**src/rtl/toy_pkg.sv**
```systemverilog
// -----------------------------------------------------------------------------
// toy_pkg
// Shared definitions for the RISC_TOY pipeline slice.
//   - default word-address / instruction widths
//   - opcode constants
//   - NOP encoding
//   - fetch-entry record {pc, instr}
// No ports (package).
// -----------------------------------------------------------------------------
package toy_pkg;

    localparam int TOY_AW = 30;
    localparam int TOY_DW = 32;

    // All-zero instruction word is the architectural NOP.
    localparam logic [TOY_DW-1:0] TOY_NOP = 32'h0000_0000;

    typedef enum logic [4:0] {
        OP_ADDI = 5'd0,
        OP_ANDI = 5'd1,
        OP_ORI  = 5'd2,
        OP_MOVI = 5'd3,
        OP_ADD  = 5'd4,
        OP_SUB  = 5'd5,
        OP_NEG  = 5'd6,
        OP_NOT  = 5'd7,
        OP_AND  = 5'd8,
        OP_OR   = 5'd9,
        OP_XOR  = 5'd10,
        OP_LSR  = 5'd11,
        OP_ASR  = 5'd12,
        OP_SHL  = 5'd13,
        OP_ROR  = 5'd14,
        OP_BR   = 5'd15,
        OP_BRL  = 5'd16,
        OP_J    = 5'd17,
        OP_JL   = 5'd18,
        OP_LD   = 5'd19,
        OP_LDR  = 5'd20,
        OP_ST   = 5'd21,
        OP_STR  = 5'd22
    } toy_opcode_e;

    // One prefetch-queue record: the word address and the word fetched there.
    typedef struct packed {
        logic [TOY_AW-1:0] pc;
        logic [TOY_DW-1:0] instr;
    } fetch_entry_t;

    // Builds a fetch entry from its two fields.
    function automatic fetch_entry_t make_entry(input logic [TOY_AW-1:0] pc,
                                                input logic [TOY_DW-1:0] instr);
        fetch_entry_t e;
        e.pc    = pc;
        e.instr = instr;
        return e;
    endfunction

    // Even parity over an instruction word, for downstream integrity checks.
    function automatic logic instr_parity(input logic [TOY_DW-1:0] instr);
        return ^instr;
    endfunction

endpackage

```
**src/rtl/toy_sync_fifo.sv**
```systemverilog
// -----------------------------------------------------------------------------
// toy_sync_fifo
// Synchronous FIFO with a registered head word and a synchronous clear.
// Ports:
//   CLK      in   clock, rising edge
//   RSTN     in   asynchronous active-low reset
//   i_clear  in   synchronous clear (drops all entries, pointers to zero)
//   i_push   in   write i_wdata at the edge (ignored when full without pop)
//   i_wdata  in   WIDTH data to write
//   i_pop    in   remove the head at the edge (ignored when empty)
//   o_head   out  WIDTH head entry, straight from a register
//   o_count  out  occupancy, $clog2(DEPTH+1) bits
// DEPTH must be a power of two, >= 2, so the pointers wrap naturally.
// -----------------------------------------------------------------------------
module toy_sync_fifo
    import toy_pkg::*;
#(
    parameter int DEPTH = 4,
    parameter int WIDTH = TOY_AW + TOY_DW
) (
    input  logic                       CLK,
    input  logic                       RSTN,
    input  logic                       i_clear,
    input  logic                       i_push,
    input  logic [WIDTH-1:0]           i_wdata,
    input  logic                       i_pop,
    output logic [WIDTH-1:0]           o_head,
    output logic [$clog2(DEPTH+1)-1:0] o_count
);

    localparam int PW = $clog2(DEPTH);
    localparam int CW = $clog2(DEPTH+1);
    localparam logic [PW-1:0] PTR_ONE  = PW'(1);
    localparam logic [CW-1:0] CNT_ONE  = CW'(1);
    localparam logic [CW-1:0] CNT_ZERO = CW'(0);
    localparam logic [CW-1:0] CNT_FULL = CW'(DEPTH);

    logic [WIDTH-1:0] r_mem [DEPTH];
    logic [PW-1:0]    r_rd_ptr;
    logic [PW-1:0]    r_wr_ptr;
    logic [CW-1:0]    r_count;
    logic [WIDTH-1:0] r_head;

    logic             w_pop_ok;
    logic             w_push_ok;
    logic [WIDTH-1:0] w_head_nxt;

    assign w_pop_ok  = i_pop & (r_count != CNT_ZERO);
    // A full FIFO can still take a push when the head leaves in the same edge.
    assign w_push_ok = i_push & ((r_count != CNT_FULL) | w_pop_ok);

    // Next head word: keeping it in a register cuts any write-data to head path.
    always_comb begin
        w_head_nxt = r_head;
        if (i_clear) begin
            w_head_nxt = {WIDTH{1'b0}};
        end else if (w_pop_ok && (r_count > CNT_ONE)) begin
            // Second-oldest entry is already stored; it becomes the head.
            w_head_nxt = r_mem[r_rd_ptr + PTR_ONE];
        end else if (w_push_ok && ((r_count == CNT_ZERO) || w_pop_ok)) begin
            // Empty, or the only entry leaves: the incoming word is the new head.
            w_head_nxt = i_wdata;
        end else begin
            w_head_nxt = r_head;
        end
    end

    // Storage array write port.
    always_ff @(posedge CLK or negedge RSTN) begin
        if (!RSTN) begin
            for (int i = 0; i < DEPTH; i++) begin
                r_mem[i] <= {WIDTH{1'b0}};
            end
        end else if (w_push_ok && !i_clear) begin
            r_mem[r_wr_ptr] <= i_wdata;
        end else begin
            r_mem[r_wr_ptr] <= r_mem[r_wr_ptr];
        end
    end

    // Pointers, occupancy and head register.
    always_ff @(posedge CLK or negedge RSTN) begin
        if (!RSTN) begin
            r_rd_ptr <= {PW{1'b0}};
            r_wr_ptr <= {PW{1'b0}};
            r_count  <= CNT_ZERO;
            r_head   <= {WIDTH{1'b0}};
        end else if (i_clear) begin
            r_rd_ptr <= {PW{1'b0}};
            r_wr_ptr <= {PW{1'b0}};
            r_count  <= CNT_ZERO;
            r_head   <= w_head_nxt;
        end else begin
            r_head <= w_head_nxt;
            if (w_pop_ok) begin
                r_rd_ptr <= r_rd_ptr + PTR_ONE;
            end
            if (w_push_ok) begin
                r_wr_ptr <= r_wr_ptr + PTR_ONE;
            end
            case ({w_push_ok, w_pop_ok})
                2'b10:   r_count <= r_count + CNT_ONE;
                2'b01:   r_count <= r_count - CNT_ONE;
                default: r_count <= r_count;
            endcase
        end
    end

    assign o_head  = r_head;
    assign o_count = r_count;

endmodule

```
**src/rtl/toy_fetch_unit.sv**
```systemverilog
// -----------------------------------------------------------------------------
// toy_fetch_unit
// Instruction-fetch front end: program counter, request engine toward a
// one-cycle-latency instruction memory, and a DEPTH-entry prefetch queue
// toward decode.
// Ports:
//   CLK          in   clock, rising edge
//   RSTN         in   asynchronous active-low reset
//   IREQ         out  memory request this cycle
//   IADDR        out  AW word address of the request (the PC)
//   INSTR        in   DW read data, valid the cycle after IREQ
//   REDIR_VALID  in   EX redirect strobe
//   REDIR_ADDR   in   AW redirect target (word address)
//   FV           out  head-of-queue valid
//   FINSTR       out  DW head instruction (registered)
//   FPC          out  AW head word address (registered)
//   FREADY       in   decode accepts the head when FV
//   LEVEL        out  queue occupancy
// -----------------------------------------------------------------------------
module toy_fetch_unit
    import toy_pkg::*;
#(
    parameter int            AW       = TOY_AW,
    parameter int            DW       = TOY_DW,
    parameter int            DEPTH    = 4,
    parameter logic [AW-1:0] RESET_PC = {AW{1'b0}}
) (
    input  logic                       CLK,
    input  logic                       RSTN,
    output logic                       IREQ,
    output logic [AW-1:0]              IADDR,
    input  logic [DW-1:0]              INSTR,
    input  logic                       REDIR_VALID,
    input  logic [AW-1:0]              REDIR_ADDR,
    output logic                       FV,
    output logic [DW-1:0]              FINSTR,
    output logic [AW-1:0]              FPC,
    input  logic                       FREADY,
    output logic [$clog2(DEPTH+1)-1:0] LEVEL
);

    localparam int CW = $clog2(DEPTH+1);
    localparam logic [CW:0]   OCC_LIMIT = (CW+1)'(DEPTH);
    localparam logic [AW-1:0] PC_ONE    = AW'(1);

    logic          r_started;
    logic          r_inflight;
    logic [AW-1:0] r_pc;
    logic [AW-1:0] r_pend_addr;

    logic [CW-1:0]    w_count;
    logic [CW:0]      w_occ;
    logic             w_issue;
    logic             w_push;
    logic             w_pop;
    logic [AW+DW-1:0] w_head;

    // Occupancy includes the slot reserved by an outstanding request, so a
    // response can always be pushed without overflowing.
    assign w_occ   = {1'b0, w_count} + {{CW{1'b0}}, r_inflight};
    assign w_issue = r_started & ~REDIR_VALID & (w_occ < OCC_LIMIT);
    assign w_push  = r_inflight & ~REDIR_VALID;
    assign w_pop   = FV & FREADY;

    // Request engine: start-up, PC advance, outstanding-request tracking.
    always_ff @(posedge CLK or negedge RSTN) begin
        if (!RSTN) begin
            r_started   <= 1'b0;
            r_inflight  <= 1'b0;
            r_pc        <= RESET_PC;
            r_pend_addr <= {AW{1'b0}};
        end else begin
            r_started <= 1'b1;
            if (REDIR_VALID) begin
                // Last redirect wins; any outstanding response is abandoned.
                r_pc       <= REDIR_ADDR;
                r_inflight <= 1'b0;
            end else if (w_issue) begin
                r_pend_addr <= r_pc;
                r_pc        <= r_pc + PC_ONE;
                r_inflight  <= 1'b1;
            end else begin
                r_inflight <= 1'b0;
            end
        end
    end

    toy_sync_fifo #(
        .DEPTH (DEPTH),
        .WIDTH (AW + DW)
    ) u_queue (
        .CLK     (CLK),
        .RSTN    (RSTN),
        .i_clear (REDIR_VALID),
        .i_push  (w_push),
        .i_wdata ({r_pend_addr, INSTR}),
        .i_pop   (w_pop),
        .o_head  (w_head),
        .o_count (w_count)
    );

    assign IREQ   = w_issue;
    assign IADDR  = r_pc;
    assign FV     = (w_count != {CW{1'b0}});
    assign FPC    = w_head[AW+DW-1:DW];
    assign FINSTR = w_head[DW-1:0];
    assign LEVEL  = w_count;

endmodule

```
**config.mk**
```make
export PLATFORM = sky130hd
export DESIGN_NAME = toy_fetch_unit
export DESIGN_NICKNAME = d
export VERILOG_FILES = /design/src/rtl/toy_pkg.sv /design/src/rtl/toy_sync_fifo.sv /design/src/rtl/toy_fetch_unit.sv
export SDC_FILE = /design/constraint.sdc
export NUM_CORES = 1
export LEC_CHECK = 0
export BUFFER_PORTS_ARGS = -buffer_cell sky130_fd_sc_hd__buf_2
export CAP_MARGIN = 25
export CORE_UTILIZATION = 35
export DETAILED_ROUTE_END_ITERATION = 8
export HOLD_SLACK_MARGIN = 0.15
export PLACE_DENSITY = 0.63
export SYNTH_ARGS = -nofsm -noshare
export SYNTH_HDL_FRONTEND = slang
export SYNTH_HIERARCHICAL = 1
export SYNTH_SLANG_ARGS = --single-unit
```
**constraint.sdc**
```tcl
create_clock -name CLK -period 2.7 [get_ports CLK]
set_input_delay 0.135 -clock CLK [delete_from_list [all_inputs] [get_ports CLK]]
set_output_delay 0.135 -clock CLK [all_outputs]
set_load 0.03 [all_outputs]
```
==> impl_results.md <==
- DR WL/cell: approximately 21 um
- Row count: 84
- Vias in the first global route: 14.63k
- Bufs on Longest Clock Path: 3
- Synth cell types: 57
- Post-synth net total: 1725
- Die span in x: approximately 230 um
- CP Data Arrival Time: 2.96 ns
- Worst setup SP type: register
- Final net count: around 1.9k
- Hold/Removal Path Class: input port to register
- Dpl hpwl: around 33000 um
- PostCTS Resize Cnt: 0
- Count of warnings emitted by yosys: 6
- DRT Pass-1 Iters: 7
- WP buf/inv: 2
- Vias: 14.60k
- IO buf count: around 160
- TNS Setup: 0 ns
- Root Buffer: clkbuf_16
- Clock Pin Slew Worst Setup and Hold Paths: ~0.06 ns
- Die Area: around 55000 um^2
- Syn Inst Count: ~1.7k
- Initial antenna violation count: 0
- Clock latency on the worst-skew pair: between 0.5 and 0.6 ns
- Pwr Total: roughly 20 mW
- Top FF cell, synth: dfrtp_1
- Vert. Die Dim: ~230 um
- Fillers: roughly 4.8k
- Clock skew: about 0.036 ns
- IO Pins: roughly 160
- Post-synthesis async set-or-reset flop share: 100.0%
- GR Util All Layers: about a fifth
- Worst Path Max Fanout: 31
- Pin count of the biggest net entering global routing: 79
- CP required: between 3 and 4 ns
- Status: finished, violations left
- Failing checks: DRC
- CTS tree: built
- Final Hold Fails: 0
- Final setup violating endpoints: 0
- Critical Path Sink Type: register
- Seq/Total Area, Yosys: about half
- EDFF count, synth: 0
- Rel. slew slack: approximately 55%
- # H-tree levels: 2
- First-pass GRT wire length: 84990 um
- Share of cells above drive strength 1: between 20 and 25%
- Critical path's largest stage delay: 0.48 ns
- VDD IR max: 0.0004540 V
- Final GP Congestion: approximately 0.85
- Critical-path top delay cell: dfrtp_1
- Final core occ: between 40% and 50%
- Setup bufs post-CTS: 0
- Core area: roughly 53000 um^2
- Num CTS Buffers: 42
- Critical path, cell by cell: inv_1 -> ha_1 -> nand3b_1 -> and2_4 -> buf_12 -> mux2i_1 -> a21oi_1
- Via density: around 5.7
- Grt ovf: 0
- Leakage: between 8 and 9 nW
- Sink Count: between 300 and 400
- Layout area overhead: 20.37%
- RSZ-0062 raised after global routing: no
- DRT Wirelength: 53790 um
- Detailed-route DRC error count: 6
- CP Class: register to register
- Inserted Diodes: 0
- Final ANT Viol Nets: 0
- Register bit total from synthesis: between 300 and 400
- Worst Tran Pin Value: 0.6772 ns
- Max Slew Vio Count: 0
- Post-layout min period: around 2.5 ns
- Initial Util: around 36%
- Post-Synthesis Cell Area: ~19000 um^2
- Mean Syn Cell Area: between 10 and 15 um^2
- Drt initial violations: 1361
- Period utilization: 93.85%
- Power per cell area: 870.3 nW/um^2
- F_max: between 0.3 and 0.4 GHz
- Crit path max-delay family: simple AND/OR/NAND/NOR gates
- Maxcap violations: 0
[worst register-to-register path, cell delays in order, from the launching register on]
cell and delay (ns):
dfrtp_1 0.48, inv_1 0.14, ha_1 0.32, nand3b_1 0.17
and2_4 0.39, buf_12 0.33, mux2i_1 0.44, a21oi_1 0.12
[worst paths after layout]
check | startpoint | to | slack, ns | cells past startpoint
setup / recovery | u_queue/o_count[1]$_DFFE_PN0P_ | u_queue/r_mem[194]$_DFFE_PN0P_ | 0.17 | 7
hold reg to reg | u_queue/o_head[59]$_DFFE_PN0P_ | u_queue/o_head[59]$_DFFE_PN0P_ | 0.51 | 1
hold / removal | REDIR_ADDR[9] | IADDR[9]$_DFFE_PN0P_ | 0.29 | 4
min in group asynchronous | RSTN | u_queue/r_mem[174]$_DFFE_PN0P_ | 0.65 | 3
max in group asynchronous | RSTN | u_queue/r_mem[16]$_DFFE_PN0P_ | 0.71 | 4
setup reg to reg | u_queue/o_count[1]$_DFFE_PN0P_ | u_queue/r_mem[194]$_DFFE_PN0P_ | 0.17 | 7
[area by class of cell]
type	count	area [um^2]	share of cell area, %
inverter	17	63.81	0.2816
clock buffer	59	1256	5.544
tap	688	860.8	3.799
sequential	379	9494	41.90
multi-input combinational	1112	8583	37.88
clock inverter	16	239.0	1.055
timing repair buffer	280	2162	9.542
[routing by layer]
layer	up-vias	GRT usage (%)	part of all wire [%]
met3	76	3.891	6.6
met5	-	0	0
met1	7463	27.49	43
li1	6497	-	-
met2	561	31.85	48
met4	0	5.804	2.2
[cell usage in the layout, fill, tap and decap left out, drive strengths merged, types with 4 or more instances in the layout]
cell type    netlist  routed
clkbuf            73      59
or3                5       5
nand2b             4       4
nand3             20      20
o311ai            24      24
nor3               7       7
inv               17      17
xnor2              4       4
a221o             62      62
o211ai            10      10
nor2b              4       4
dlygate4sd3        0      67
mux2i             64      64
o21ai             15      15
clkinv             0      11
mux4             124     124
nand4             18      18
dfrtp            379     379
nor3b             63      63
or4                5       5
and4               4       4
bufinv             0       5
buf               69     213
nand2            113     113
a21oi            253     253
nor2             259     259
ha                 9       9
and3               4       4
[where the power goes]
| group | switching, mW | total, mW | internal, mW |
|---|---|---|---|
| clock | 2.42 | 6.15 | 3.73 |
| sequential | 1.29 | 8.46 | 7.18 |
| combinational | 2.63 | 5.10 | 2.47 |
[cell families after synthesis]
logic type / after synthesis / synth area share [%]
buf+inv: 159 / 4.393
mux: 191 / 18.56
compound gates: 385 / 12.93
other cells: 1 / 0.01992
flops: 379 / 50.38
simple gates: 520 / 12.84
fa+ha+maj: 9 / 0.5982
xor+xnor: 6 / 0.2792
[timing repair]
action                                  4_1_cts  5_1_grt
endpoints found under the hold margin       551        0
endpoints found under the setup margin        0        0
hold buffers                                 67        0
[registers in the layout, summed over array words and instances (netlist names), 2 cells and up]
signal	cells
IADDR	30
u_queue/r_mem	248
u_queue/o_head	62
u_queue/o_count	3
u_queue/r_rd_ptr	2
u_queue/r_wr_ptr	2
r_pend_addr	30
[metrics by stage]
step | setup slack [ns] | instance area (um^2) | hold slack, ns | instances
after global placement | 0.3040 | 20490 | 0.1519 | 2409
final | 0.1662 | 22660 | 0.2930 | 2551
after detailed placement | 0.2014 | 20490 | 0.1569 | 2409
after floorplan | 0.2412 | 18820 | -0.1606 | 1650
after global routing | 0.001644 | 22660 | 0.2983 | 2551
after CTS | 0.1773 | 22660 | 0.2763 | 2551
[synth_stat cells (all sizes together), types with 5 or more instances]
cell type,n,area share [%]
dfrtp,379,50
nor2,259,5.2
a21oi,253,6.7
mux4,124,15
nand2,113,2.3
clkbuf,73,1.5
buf,69,2.6
mux2i,64,3.4
nor3b,63,2.5
a221o,62,3.3
o311ai,24,1.1
nand3,20,0.53
nand4,18,0.63
inv,17,0.34
o21ai,15,0.40
o211ai,10,0.40
ha,9,0.60
nor3,7,0.21
or3,5,0.17
or4,5,0.20
No activity file was read; power rests on OpenSTA's default activity.
